<file path="config.mk">
export PLATFORM = sky130hd
export DESIGN_NAME = uart_tx_fifo
export DESIGN_NICKNAME = d
export VERILOG_FILES = /design/src/rtl/uart_tx_fifo.sv
export SDC_FILE = /design/constraint.sdc
export NUM_CORES = 1
export LEC_CHECK = 0
export ABC_AREA = 1
export CORE_MARGIN = 2
export CORE_UTILIZATION = 25
export CTS_BUF_LIST = sky130_fd_sc_hd__clkbuf_16
export DETAILED_ROUTE_END_ITERATION = 6
export PLACE_DENSITY_LB_ADDON = 0.12
export SLEW_MARGIN = 10
export SYNTH_ARGS = -nofsm -noshare
export SYNTH_HDL_FRONTEND = slang
export SYNTH_SLANG_ARGS = --single-unit
</file>
<file path="constraint.sdc">
create_clock -name clk -period 2.9 [get_ports clk]
set_clock_uncertainty 0.05 [all_clocks]
set_input_delay 0.29 -clock clk [delete_from_list [all_inputs] [get_ports clk]]
set_output_delay 0.29 -clock clk [all_outputs]
set_load 0.005 [all_outputs]
</file>
<file path="src/rtl/uart_tx_fifo.sv">
// Byte FIFO feeding an 8N1 serializer on the UART TX pin.
// Exposes full/empty/level status and a sticky overflow flag.
module uart_tx_fifo #(
  parameter int CLKS_PER_BIT = 234,
  parameter int DEPTH_LOG2   = 4
) (
  input  logic                  clk,
  input  logic                  rst,
  input  logic                  wr_en,
  input  logic [7:0]            wr_data,
  input  logic                  clr_ovf,
  output logic                  full,
  output logic                  empty,
  output logic [DEPTH_LOG2:0]   level,
  output logic                  overflow,
  output logic                  busy,
  output logic                  tx
);

  localparam int DEPTH = 1 << DEPTH_LOG2;
  localparam int CW    = $clog2(CLKS_PER_BIT);
  localparam logic [CW-1:0] LAST =
    CW'(CLKS_PER_BIT - 1);
  localparam logic [DEPTH_LOG2:0] FULL_LVL =
    (DEPTH_LOG2 + 1)'(DEPTH);

  typedef enum logic [1:0] {
    S_IDLE,
    S_START,
    S_DATA,
    S_STOP
  } state_t;

  state_t r_state, w_state_nx;

  logic [CW-1:0]         r_cnt, w_cnt_nx;
  logic [2:0]            r_idx, w_idx_nx;
  logic [7:0]            r_shift, w_shift_nx;
  logic                  r_tx, w_tx_nx;
  logic [7:0]            r_mem [DEPTH];
  logic [DEPTH_LOG2-1:0] r_wptr, r_rptr;
  logic [DEPTH_LOG2:0]   r_level;
  logic                  r_ovf;

  logic w_pop, w_push, w_drop;
  logic w_bit_done, w_full, w_empty;

  assign w_full     = (r_level == FULL_LVL);
  assign w_empty    = (r_level == '0);
  assign w_bit_done = (r_cnt == LAST);
  assign w_push     = wr_en && (!w_full || w_pop);
  assign w_drop     = wr_en && w_full && !w_pop;

  always_comb begin
    w_state_nx = r_state;
    w_cnt_nx   = r_cnt;
    w_idx_nx   = r_idx;
    w_shift_nx = r_shift;
    w_pop      = 1'b0;
    if (r_state != S_IDLE) begin
      w_cnt_nx = w_bit_done ? '0 : r_cnt + 1'b1;
    end
    unique case (r_state)
      S_IDLE: begin
        w_cnt_nx = '0;
        if (!w_empty) begin
          w_pop      = 1'b1;
          w_shift_nx = r_mem[r_rptr];
          w_state_nx = S_START;
        end
      end
      S_START: begin
        if (w_bit_done) begin
          w_state_nx = S_DATA;
          w_idx_nx   = '0;
        end
      end
      S_DATA: begin
        if (w_bit_done) begin
          w_shift_nx = {1'b0, r_shift[7:1]};
          w_idx_nx   = r_idx + 3'd1;
          if (r_idx == 3'd7) w_state_nx = S_STOP;
        end
      end
      S_STOP: begin
        if (w_bit_done) begin
          if (!w_empty) begin
            w_pop      = 1'b1;
            w_shift_nx = r_mem[r_rptr];
            w_state_nx = S_START;
          end else begin
            w_state_nx = S_IDLE;
          end
        end
      end
      default: w_state_nx = S_IDLE;
    endcase
    // Line level follows the state being entered.
    unique case (w_state_nx)
      S_START: w_tx_nx = 1'b0;
      S_DATA:  w_tx_nx = w_shift_nx[0];
      default: w_tx_nx = 1'b1;
    endcase
  end

  always_ff @(posedge clk) begin
    if (rst) begin
      r_state <= S_IDLE;
      r_cnt   <= '0;
      r_idx   <= '0;
      r_shift <= '0;
      r_tx    <= 1'b1;
      r_wptr  <= '0;
      r_rptr  <= '0;
      r_level <= '0;
      r_ovf   <= 1'b0;
    end else begin
      r_state <= w_state_nx;
      r_cnt   <= w_cnt_nx;
      r_idx   <= w_idx_nx;
      r_shift <= w_shift_nx;
      r_tx    <= w_tx_nx;
      if (w_push) r_wptr <= r_wptr + 1'b1;
      if (w_pop)  r_rptr <= r_rptr + 1'b1;
      unique case ({w_push, w_pop})
        2'b10:   r_level <= r_level + 1'b1;
        2'b01:   r_level <= r_level - 1'b1;
        default: r_level <= r_level;
      endcase
      if (w_drop)       r_ovf <= 1'b1;
      else if (clr_ovf) r_ovf <= 1'b0;
    end
  end

  always_ff @(posedge clk) begin
    if (w_push) r_mem[r_wptr] <= wr_data;
  end

  assign full     = w_full;
  assign empty    = w_empty;
  assign level    = r_level;
  assign overflow = r_ovf;
  assign busy     = (r_state != S_IDLE);
  assign tx       = r_tx;

endmodule

</file>
==> results.md <==
- # rows: 62
- Drc violations: 0
- Critical path endpoint category: primary output
- DR vias/cell: 4.503
- Relative slew slack: 0.4686
- Max-Cap Viols: 0
- DR pass1 iterations: 5
- First-pass GRT wire length: 29630 um
- Endpoints failing hold: 0
- Netlist Area Pre-Place: 0.007248 mm^2
- Wire per inst: 16.54 um
- Commonest non-fill, non-tap cell in the layout: nor2_1
- ANT nets after route: 0
- Worst min path class: flip-flop to flip-flop
- Post-Syn Instances: 698
- YS warnings: 0
- Largest net degree at the start of global routing: 65
- Nets@finish: 767
- Crit path cell chain: nor2_2, nand3_4, inv_1, clkdlybuf4s50_1
- Worst-case clock buffer depth: 2
- Initial Util: 0.2532
- CTS tree: built
- Pwr/cell area: 816.7 mW/mm^2
- Distinct cells, synth: 35
- 1st-iter DRT viols: 340
- Crit path arrival time: 2.03 ns
- Minimum clock period: 2.366 ns
- Post-CTS setup buffers: 0
- Setup TNS Final: 0 ns
- Yosys reg bits: 168
- Core area: 0.02863 mm^2
- Reg2reg start: r_state[0]
- Cts hold-fix bufs: 0
- Clk sinks: 168
- Area Overhead vs Synth: 19.06%
- Max IR drop VDD: 377.2 uV
- Global-route usage over all layers: 0.1284
- # IOs: 22
- Fill count: 2987
- Leading cell types in the layout, fill and taps excluded: 142 x nor2_1, 128 x edfxtp_1, 84 x nand2_1
- Gpl congestion: 0.7832
- Leak: 0.003085 uW
- Buffers plus inverters on the worst setup path: 2
- Clock-pin slew on the worst setup and hold paths: 0.06 ns
- Post-synthesis sequential area ratio: 0.6408
- Total CTS buffers: 17
- Initial antenna violation count: 0
- Slowest CP cell: clkdlybuf4s50_1
- Die H: 174.3 um
- Vias: 5115
- Avg Cell Area, Syn: 10.38 um^2
- Die Footprint: 0.03037 mm^2
- Unrepaired setup endpoints after global routing: no
- CP startpoint: level[2]
- Crit-path max FO: 18
- IO Port Bufs: 21
- Cell family with most CP delay: buffers and inverters
- Vias in the first global route: 5150
- GRT Residual Overflow: 0
- Worst skew pair latency: 0.42 ns
- Final worst-path cycle share: 0.8157
- Final design utilization: 0.3015
- Post-Syn Nets: 725
- H-tree depth: 4
- CTS-repair resized insts: 0
- CP max stage delay: 0.53 ns
- # diodes: 0
- Max-slew violations: 0
- DRT Wirelength: 18790 um
- Dpl hpwl: 12630 um
- Die Wd: 174.3 um
- Crit path kind: flip-flop to primary output
- Element type at the critical path start: flip-flop
- Fraction of layout cells with a size suffix above 1: 0.1064
- Synth area leader: edfxtp_1
- Hold path start: r_idx[1]
- Top post-synthesis cells by area: edfxtp_1 53%, dfxtp_1 11%, nor2_1 7.4%, o21ai_0 5.3%, nand2_1 4.4%
- Outcome: completed
- CP Data Required Time: 2.56 ns
- Synth top area share: 0.5303
- Root Driver: clkbuf_16
- Count of final setup violators: 0
- Max Clk Rate: 422.7 MHz
- Slew at the pin closest to its max-slew limit: 0.7946 ns
## through the flow
stage | instances | hold WS, ns | cell area, um^2 | worst slack, ns | power [uW]
final | 1136 | 0.4168 | 8630 | 0.5345 | 7047
after CTS | 1136 | 0.4183 | 8630 | 0.4930 | 7164
after detailed placement | 1105 | 0.4085 | 8055 | 0.6039 | 4920
after global placement | 1105 | 0.3973 | 8055 | 0.6226 | 4899
after global routing | 1136 | 0.4333 | 8630 | 0.3386 | 7527
after floorplan | 698 | 0.3389 | 7248 | 0.7481 | 4230
## state kept, by name, summed over array words and instances (netlist names), named ones only
name / flops
r_cnt: 8
r_mem: 128
r_wptr: 4
r_rptr: 4
level: 5
r_shift: 8
r_state: 2
tx: 1
r_idx: 3
overflow: 1
## worst paths after layout
| path | to | slack, ns | cells after the start |
|---|---|---|---|
| setup / recovery | empty | 0.53 | 4 |
| hold / removal | r_idx[1] | 0.42 | 2 |
| setup reg to reg | r_mem[3][4] | 0.58 | 10 |
| hold reg to reg | r_idx[1] | 0.42 | 2 |
## cells by family after synthesis
| group | Yosys count | share of synthesized area |
|---|---|---|
| AND/OR/NAND/NOR | 284 | 0.1669 |
| flip-flops | 168 | 0.6408 |
| AO/OA/AOI/OAI | 149 | 0.1186 |
| buffers and inverters | 79 | 0.04402 |
| adder cells (fa/ha/maj) | 15 | 0.02589 |
| XOR/XNOR | 2 | 0.002417 |
| multiplexers | 1 | 0.001381 |
## worst register-to-register path: cells and delay by family (launching register included)
family / cells / cell delay (ns)
compound gates: 1 / 0.24
fa+ha+maj: 1 / 0.31
buf+inv: 4 / 0.50
flops: 1 / 0.40
simple gates: 4 / 0.53
## routing by layer
metal / GRT usage / part of all wire
met2: 0.2221 / 0.50
met1: 0.1626 / 0.46
met5: 0 / 0
met4: 0.04097 / 0.014
met3: 0.02253 / 0.017
## cells in the mapped netlist
master    number
o21ai_0       77
buf_2         18
ha_1          15
xnor2_1        1
a211oi_2       1
a21boi_0       1
a31oi_1        3
nor2_1       142
nand2_2        1
inv_2          2
a221oi_1       1
nor3b_2        1
and3_1         1
nor3_1         5
clkbuf_1      11
nor2_2         4
nand2_4        3
nand3_4        2
edfxtp_1     128
o21ai_1        8
clkinv_1       1
xor2_1         1
dfxtp_1       40
a211oi_1       2
nand2_1       84
inv_1         47
o211ai_1      30
a21oi_1       23
mux2i_1        1
o22ai_1        1
a21oi_4        1
a31o_2         1
nand3_1       34
nand4_1        6
nand3_2        1
## layout make-up
| type | instances | area (um^2) | share of cell area |
|---|---|---|---|
| Multi-Input combinational cell | 451 | 2285 | 0.2648 |
| Timing Repair Buffer | 52 | 455.4 | 0.05278 |
| Clock buffer | 17 | 425.4 | 0.04930 |
| Clock inverter | 14 | 148.9 | 0.01725 |
| Inverter | 50 | 187.7 | 0.02175 |
| Sequential cell | 168 | 4647 | 0.5385 |
| Tap cell | 384 | 480.5 | 0.05568 |
## where the power goes
group / total (uW) / internal (uW) / switching, uW
registers: 2900 / 2740 / 158
clock network: 2210 / 1270 / 938
logic: 1940 / 677 / 1260
Note: power is estimated with default switching activity, not from simulation.
